## src/rtl/sha256_feeder.sv

```systemverilog
// SHA-256 message padder/sequencer: fills 512-bit blocks from a byte stream and runs them through a hash core.
// One byte per cycle in, s_ready low from the final byte until the block is hashed; SHA256_FEEDER_TRACE_EN enables $display tracing.
module sha256_feeder (
    input  logic         clk,
    input  logic         rst_n,
    input  logic [7:0]   s_data,
    input  logic         s_valid,
    input  logic         s_last,
    output logic         s_ready,
    output logic         blk_start,
    output logic [511:0] blk_data,
    output logic         blk_use_init,
    output logic [255:0] blk_hash_init,
    input  logic [255:0] core_hash,
    input  logic         core_ready,
    output logic [255:0] digest,
    output logic         digest_valid
);
    typedef enum logic [2:0] {IDLE, FILL, PAD, LEN, ISSUE, ACK, WAIT, GAP} state_t;

    state_t         state_q, state_d;
    logic [511:0]   buf_q, buf_d;
    logic [6:0]     idx_q, idx_d;
    logic [63:0]    len_q, len_d;
    logic           use_init_q, use_init_d;
    logic [255:0]   chain_q, chain_d;
    logic [255:0]   digest_q, digest_d;
    logic           digest_valid_q, digest_valid_d;
    logic           extra_q, extra_d;
    logic           need80_q, need80_d;
    logic           len_done_q, len_done_d;
    logic           s_ready_c;
    logic [6:0]     idx_inc;

    always_comb begin
        state_d        = state_q;
        buf_d          = buf_q;
        idx_d          = idx_q;
        len_d          = len_q;
        use_init_d     = use_init_q;
        chain_d        = chain_q;
        digest_d       = digest_q;
        digest_valid_d = 1'b0;
        extra_d        = extra_q;
        need80_d       = need80_q;
        len_done_d     = len_done_q;
        s_ready_c      = 1'b0;
        blk_start      = 1'b0;
        idx_inc        = idx_q + 7'd1;
        unique case (state_q)
            IDLE, FILL: begin
                s_ready_c = 1'b1;
                if (s_valid) begin
                    buf_d[{~idx_q[5:0], 3'b000} +: 8] = s_data;
                    idx_d   = idx_inc;
                    len_d   = len_q + 64'd8;
                    state_d = FILL;
                    if (s_last) begin
                        // A message ending exactly on a block boundary carries its 0x80 into the next block.
                        if (idx_inc[6]) begin
                            need80_d = 1'b1;
                            state_d  = ISSUE;
                        end else begin
                            buf_d[{~idx_inc[5:0], 3'b000} +: 8] = 8'h80;
                            idx_d   = idx_inc + 7'd1;
                            state_d = PAD;
                        end
                    end else if (idx_inc[6]) begin
                        state_d = ISSUE;
                    end
                end
            end
            PAD: begin
                if (idx_q == 7'd56) begin
                    state_d = LEN;
                end else if (idx_q[6]) begin
                    extra_d = 1'b1;
                    state_d = ISSUE;
                end else begin
                    buf_d[{~idx_q[5:0], 3'b000} +: 8] = 8'h00;
                    idx_d = idx_inc;
                end
            end
            LEN: begin
                buf_d[63:0] = len_q;
                len_done_d  = 1'b1;
                state_d     = ISSUE;
            end
            ISSUE: begin
                blk_start = 1'b1;
                state_d   = ACK;
            end
            ACK: state_d = WAIT;
            WAIT: begin
                if (core_ready) begin
                    chain_d    = core_hash;
                    use_init_d = 1'b1;
                    state_d    = GAP;
                end
            end
            GAP: begin
                if (extra_q) begin
                    buf_d      = {448'd0, len_q};
                    extra_d    = 1'b0;
                    len_done_d = 1'b1;
                    state_d    = ISSUE;
                end else if (!len_done_q) begin
                    buf_d   = '0;
                    idx_d   = 7'd0;
                    state_d = FILL;
                    if (need80_q) begin
                        buf_d[511:504] = 8'h80;
                        idx_d          = 7'd1;
                        need80_d       = 1'b0;
                        state_d        = PAD;
                    end
                end else begin
                    digest_d       = chain_q;
                    digest_valid_d = 1'b1;
                    buf_d          = '0;
                    idx_d          = 7'd0;
                    len_d          = 64'd0;
                    use_init_d     = 1'b0;
                    len_done_d     = 1'b0;
                    state_d        = IDLE;
                end
            end
        endcase
    end

    always_ff @(posedge clk or negedge rst_n) begin
        if (!rst_n) begin
            state_q        <= IDLE;
            buf_q          <= '0;
            idx_q          <= '0;
            len_q          <= '0;
            use_init_q     <= 1'b0;
            chain_q        <= '0;
            digest_q       <= '0;
            digest_valid_q <= 1'b0;
            extra_q        <= 1'b0;
            need80_q       <= 1'b0;
            len_done_q     <= 1'b0;
        end else begin
            state_q        <= state_d;
            buf_q          <= buf_d;
            idx_q          <= idx_d;
            len_q          <= len_d;
            use_init_q     <= use_init_d;
            chain_q        <= chain_d;
            digest_q       <= digest_d;
            digest_valid_q <= digest_valid_d;
            extra_q        <= extra_d;
            need80_q       <= need80_d;
            len_done_q     <= len_done_d;
        end
    end

    assign s_ready       = s_ready_c & rst_n;
    assign blk_data      = buf_q;
    assign blk_use_init  = use_init_q;
    assign blk_hash_init = chain_q;
    assign digest        = digest_q;
    assign digest_valid  = digest_valid_q;

`ifdef SHA256_FEEDER_TRACE_EN
    logic [31:0] trace_blk_q;
    always_ff @(posedge clk or negedge rst_n) begin
        if (!rst_n) begin
            trace_blk_q <= '0;
        end else begin
            if (state_q != state_d)
                $display("sha256_feeder: %s -> %s", state_q.name(), state_d.name());
            if (state_q == ISSUE) begin
                $display("sha256_feeder: block %0d use_init=%0b data=%h", trace_blk_q, use_init_q, buf_q);
                trace_blk_q <= trace_blk_q + 32'd1;
            end
            if (digest_valid_d)
                $display("sha256_feeder: digest %h", digest_d);
        end
    end
`else
    // Untraced build: identical cycle behaviour, no simulation output.
`endif
endmodule

```

## config.mk

```make
export PLATFORM = sky130hd
export DESIGN_NAME = sha256_feeder
export DESIGN_NICKNAME = d
export VERILOG_FILES = /design/src/rtl/sha256_feeder.sv
export SDC_FILE = /design/constraint.sdc
export NUM_CORES = 2
export LEC_CHECK = 0
export BUFFER_PORTS_ARGS = -buffer_cell sky130_fd_sc_hd__buf_2
export CAP_MARGIN = 20
export CORE_AREA = 5 5 507 509
export DETAILED_ROUTE_END_ITERATION = 10
export DIE_AREA = 0 0 512 514
export GPL_TIMING_DRIVEN = 0
export SYNTH_ARGS = -nofsm -noshare
export SYNTH_HDL_FRONTEND = slang
export SYNTH_SLANG_ARGS = --single-unit
export TNS_END_PERCENT = 10
```

## constraint.sdc

```tcl
create_clock -name clk -period 3.1 [get_ports clk]
set_input_delay 0.155 -clock clk [delete_from_list [all_inputs] [get_ports clk]]
set_output_delay 0.155 -clock clk [all_outputs]
set_load 0.005 [all_outputs]
```

==> key figures <==
STA
  • Minimum clock period: 3.236 ns
  • Setup TNS Final: -7.816 ns
  • Max Clk Rate: 0.3090 GHz
  • Final Skew: 0.07140 ns
  • Hold Fails Final Rpt: 11
  • Fin. max-slew vios: 0
  • RSZ-0062 raised after global routing: true
  • Worst setup margin: -0.1360 ns
  • Slew margin rel.: 0.1228
  • Final Cycle Share: 1.044
  • WHS: -0.008172 ns
  • Worst-margin pin slew: 1.316 ns
  • Setup violators final: 167

Placement
  • Placed Area: 57950 um2
  • Gpl congestion: 0.9996
  • DP HPWL: 247900 um
  • Pre-CTS setup slack: -2.103 ns
  • IO buf count: roughly 1300

Synth
  • EDFF count, synth: 0
  • Synthesis Warnings: 0
  • Ys async rst share: 1.000
  • Mapped cell area: 46460 um2
  • Main synth FF type: dfrtp_1
  • Unique cell type count in the Yosys netlist: slightly above 90
  • Syn_nets: 4533
  • Avg Cell Area, Syn: 10.92 um2
  • Cells after synthesis: 4255
  • Sequential area share after synthesis: 0.5924
  • Yosys reg bits: 1100

Power
  • NetSw: ~33 mW
  • Switching part of the total power: 0.4608
  • Seq pwr share: 0.309
  • Clk pwr share: 0.232
  • P_leak: 33.78 nW
  • Pint: between 30 and 40 mW
  • Power share of the combinational group: 0.459
  • Worst VDD drop: 0.0006456 V
  • PwrDens: 1024 nW/um2

Die
  • IO Pins: 1297
  • Core Rows: between 150 and 200
  • Starting Density: 0.1840
  • Core Area: 252500 um2
  • Die H: 514 um
  • Full die area: 263200 um2
  • Die Wd: about 510 um

Global route
  • GRT overflow: 0
  • Gr usage total: 0.2280
  • GRT Max-Usage Layer: met2
  • Met3 Use GR: 0.07099
  • Grt met1 use: 0.2399
  • Met2 Use GR: 0.3928
  • First-pass GRT wire length: 415400 um
  • Initial antenna violation count: 17
  • Largest net degree at the start of global routing: roughly 160
  • Vias in the first global route: 46990

Clock network
  • CTS Buf Count: about 140
  • H-tree Lvls: 4
  • CTS clock-pin slew for the worst setup and hold paths: 0.07 ns
  • Clock Tree Root: clkbuf_16
  • CTS Sinks: 1100
  • Max clock buf depth: 3
  • Clk_lat worst skew: between 0.8 and 0.9 ns
  • CTS tree: done

Worst setup path
  • CP max-delay cell: dfrtp_2
  • CP Max Fanout: 10
  • Crit Path Class: reg -> reg
  • Cell mode on critical path: buf_4
  • Critical path data arrival time: 3.92 ns
  • CP required: 3.79 ns
  • Crit. End Element: flop
  • Crit path cell chain: ha_4, buf_12, xor2_4, xnor2_2, buf_4, nand2_1, nor2_2, a31oi_1, a211oi_2, buf_4, nor2_1
  • Startpoint Class: flop
  • CP max stage delay: between 0.4 and 0.5 ns

Route
  • Vias: between 40000 and 50000
  • Initial DRC count: 4601
  • First drt pass iteration count: 5
  • # DRC: 0
  • Routed WL: around 310000 um
  • Vias per inst: 4.800
  • Post-DRT Antenna Nets: 0
  • WL per Instance: ~32 um

Finish
  • Multi-input gate area: 20260 um2
  • Fillers: 26450
  • Final cell area excluding filler cells: a little over 70000 um2
  • FF+latch area: between 20000 and 30000 um2
  • Area growth syn-to-layout: 51.48%
  • Share of cells above drive strength 1: 0.3988
  • Commonest non-fill, non-tap cell in the layout: buf_2
  • Commonest cells after routing, fill and taps aside: buf_2, dfrtp_1, nand2_1, dlygate4sd3_1, mux2_2
  • End-of-flow core utilization: 0.2787
  • Nets: between 6000 and 7000

Hold path
  • Worst Hold Class: in -> async

Status
  • Outcome: finished, violations left
  • Failing checks: negative hold slack, negative setup slack

Flow run
  • MaxCap Viol Count: 0
[what timing repair did]
action	in CTS	in global routing
pin swaps	127	81
setup buffers	142	38
hold buffers	264	0
resized for setup	498	212
hold endpoints to repair	486	0
endpoints found under the setup margin	1004	675
gates cloned	3	1
[routing by layer]
metal,part of all wire,vias to the layer above
met5,0.00011,-
met4,0.082,6
met3,0.090,784
met2,0.49,2967
met1,0.34,23510
li1,-,19100
[final timing paths]
| check | startpoint | endpoint | slack (ns) | cells past startpoint |
|---|---|---|---|---|
| hold / removal | rst_n | blk_data[147] | -0.008 | 2 |
| min in group clk | core_hash[35] | blk_hash_init[35] | 0.10 | 3 |
| max in group asynchronous | rst_n | blk_hash_init[111] | 0.77 | 5 |
| setup / recovery | idx_q[1] | blk_data[364] | -0.14 | 11 |
| setup reg to reg | idx_q[1] | blk_data[364] | -0.14 | 11 |
| hold reg to reg | blk_hash_init[227] | digest[227] | 0.47 | 2 |
[logic make-up (layout without fill, tap and decap cells)]
logic type	Yosys count	after routing	share of synthesized area
simple gates	1658	1658	0.1546
flops	1100	1100	0.5924
compound gates	870	870	0.1468
buf+inv	281	2313	0.02472
mux	266	266	0.06450
xor+xnor	71	71	0.01452
fa+ha+maj	9	9	0.002424
other cells	0	8	0
[area by class of cell]
type / count / share of cell area
well taps: 3366 / 0.05984
multi-input cells: 2874 / 0.2879
repair buffers: 1790 / 0.1717
inverters: 31 / 0.001884
flip-flops and latches: 1100 / 0.3912
plain buffers: 239 / 0.02053
diodes: 8 / 0.0002844
clock buffers: 193 / 0.05584
clock inverters: 60 / 0.01093
[per-stage QoR]
step                cells  power [mW]
floorplan            4255       31.49
global placement     8915       48.27
detailed placement   8959       48.90
CTS                  9612       70.44
global route         9657       74.33
finish               9661       72.07
[critical path: cells and delay by family (launching register included)]
kind            cells  cell delay (ns)
xor+xnor            2             0.63
simple gates        3             0.61
fa+ha+maj           1             0.20
flops               1             0.46
compound gates      2             0.51
buf+inv             3             0.70
[power groups by stage]
| stage | registers (mW) | clock network [mW] | logic (mW) |
|---|---|---|---|
| after floorplan | 20.7 | 0 | 10.7 |
| after global routing | 22.5 | 17.5 | 34.3 |
| after detailed placement | 22.4 | 0 | 26.5 |
| final | 22.2 | 16.7 | 33.1 |
| after CTS | 22.1 | 17.0 | 31.3 |
| after global placement | 22.3 | 0 | 26.0 |
[cells in the mapped netlist (7+ instances only)]
library cell / instances / share of area
nor2b_1: 8 / 0.0011
nand3_1: 92 / 0.0099
a21oi_1: 89 / 0.0096
nand4_1: 23 / 0.0031
nor3_1: 96 / 0.010
ha_1: 9 / 0.0024
inv_1: 28 / 0.0023
nand2_1: 958 / 0.077
nor3_2: 16 / 0.0034
a31oi_1: 33 / 0.0044
o31ai_2: 8 / 0.0022
o21ai_1: 15 / 0.0016
o21a_1: 15 / 0.0024
a221o_1: 37 / 0.0080
or3_1: 15 / 0.0020
clkbuf_1: 193 / 0.016
nor4_1: 16 / 0.0022
o31ai_1: 10 / 0.0016
nor2_1: 292 / 0.024
a22oi_1: 55 / 0.0089
buf_2: 30 / 0.0032
nand2b_1: 10 / 0.0013
a21o_1: 12 / 0.0019
o21ai_0: 112 / 0.012
a211oi_1: 7 / 0.0011
and4_1: 8 / 0.0015
and2_1: 37 / 0.0050
buf_4: 9 / 0.0015
a32o_1: 74 / 0.016
and3_1: 45 / 0.0061
o22ai_1: 34 / 0.0046
dfrtp_1: 1100 / 0.59
buf_1: 15 / 0.0012
o2bb2ai_1: 54 / 0.010
o22a_1: 16 / 0.0030
xor2_1: 44 / 0.0083
a32oi_1: 23 / 0.0043
xnor2_1: 20 / 0.0038
a22o_1: 195 / 0.037
o211ai_1: 15 / 0.0024
mux2_2: 257 / 0.062
mux2i_1: 8 / 0.0017
[registers in the layout, indices dropped and copies added, names as in the netlist]
register / count
blk_data: 512
blk_hash_init: 256
digest: 256
len_q: 61
idx_q: 7
state_q: 3
blk_use_init: 1
digest_valid: 1
extra_q: 1
len_done_q: 1
need80_q: 1
(Power assumes the default switching activity.)
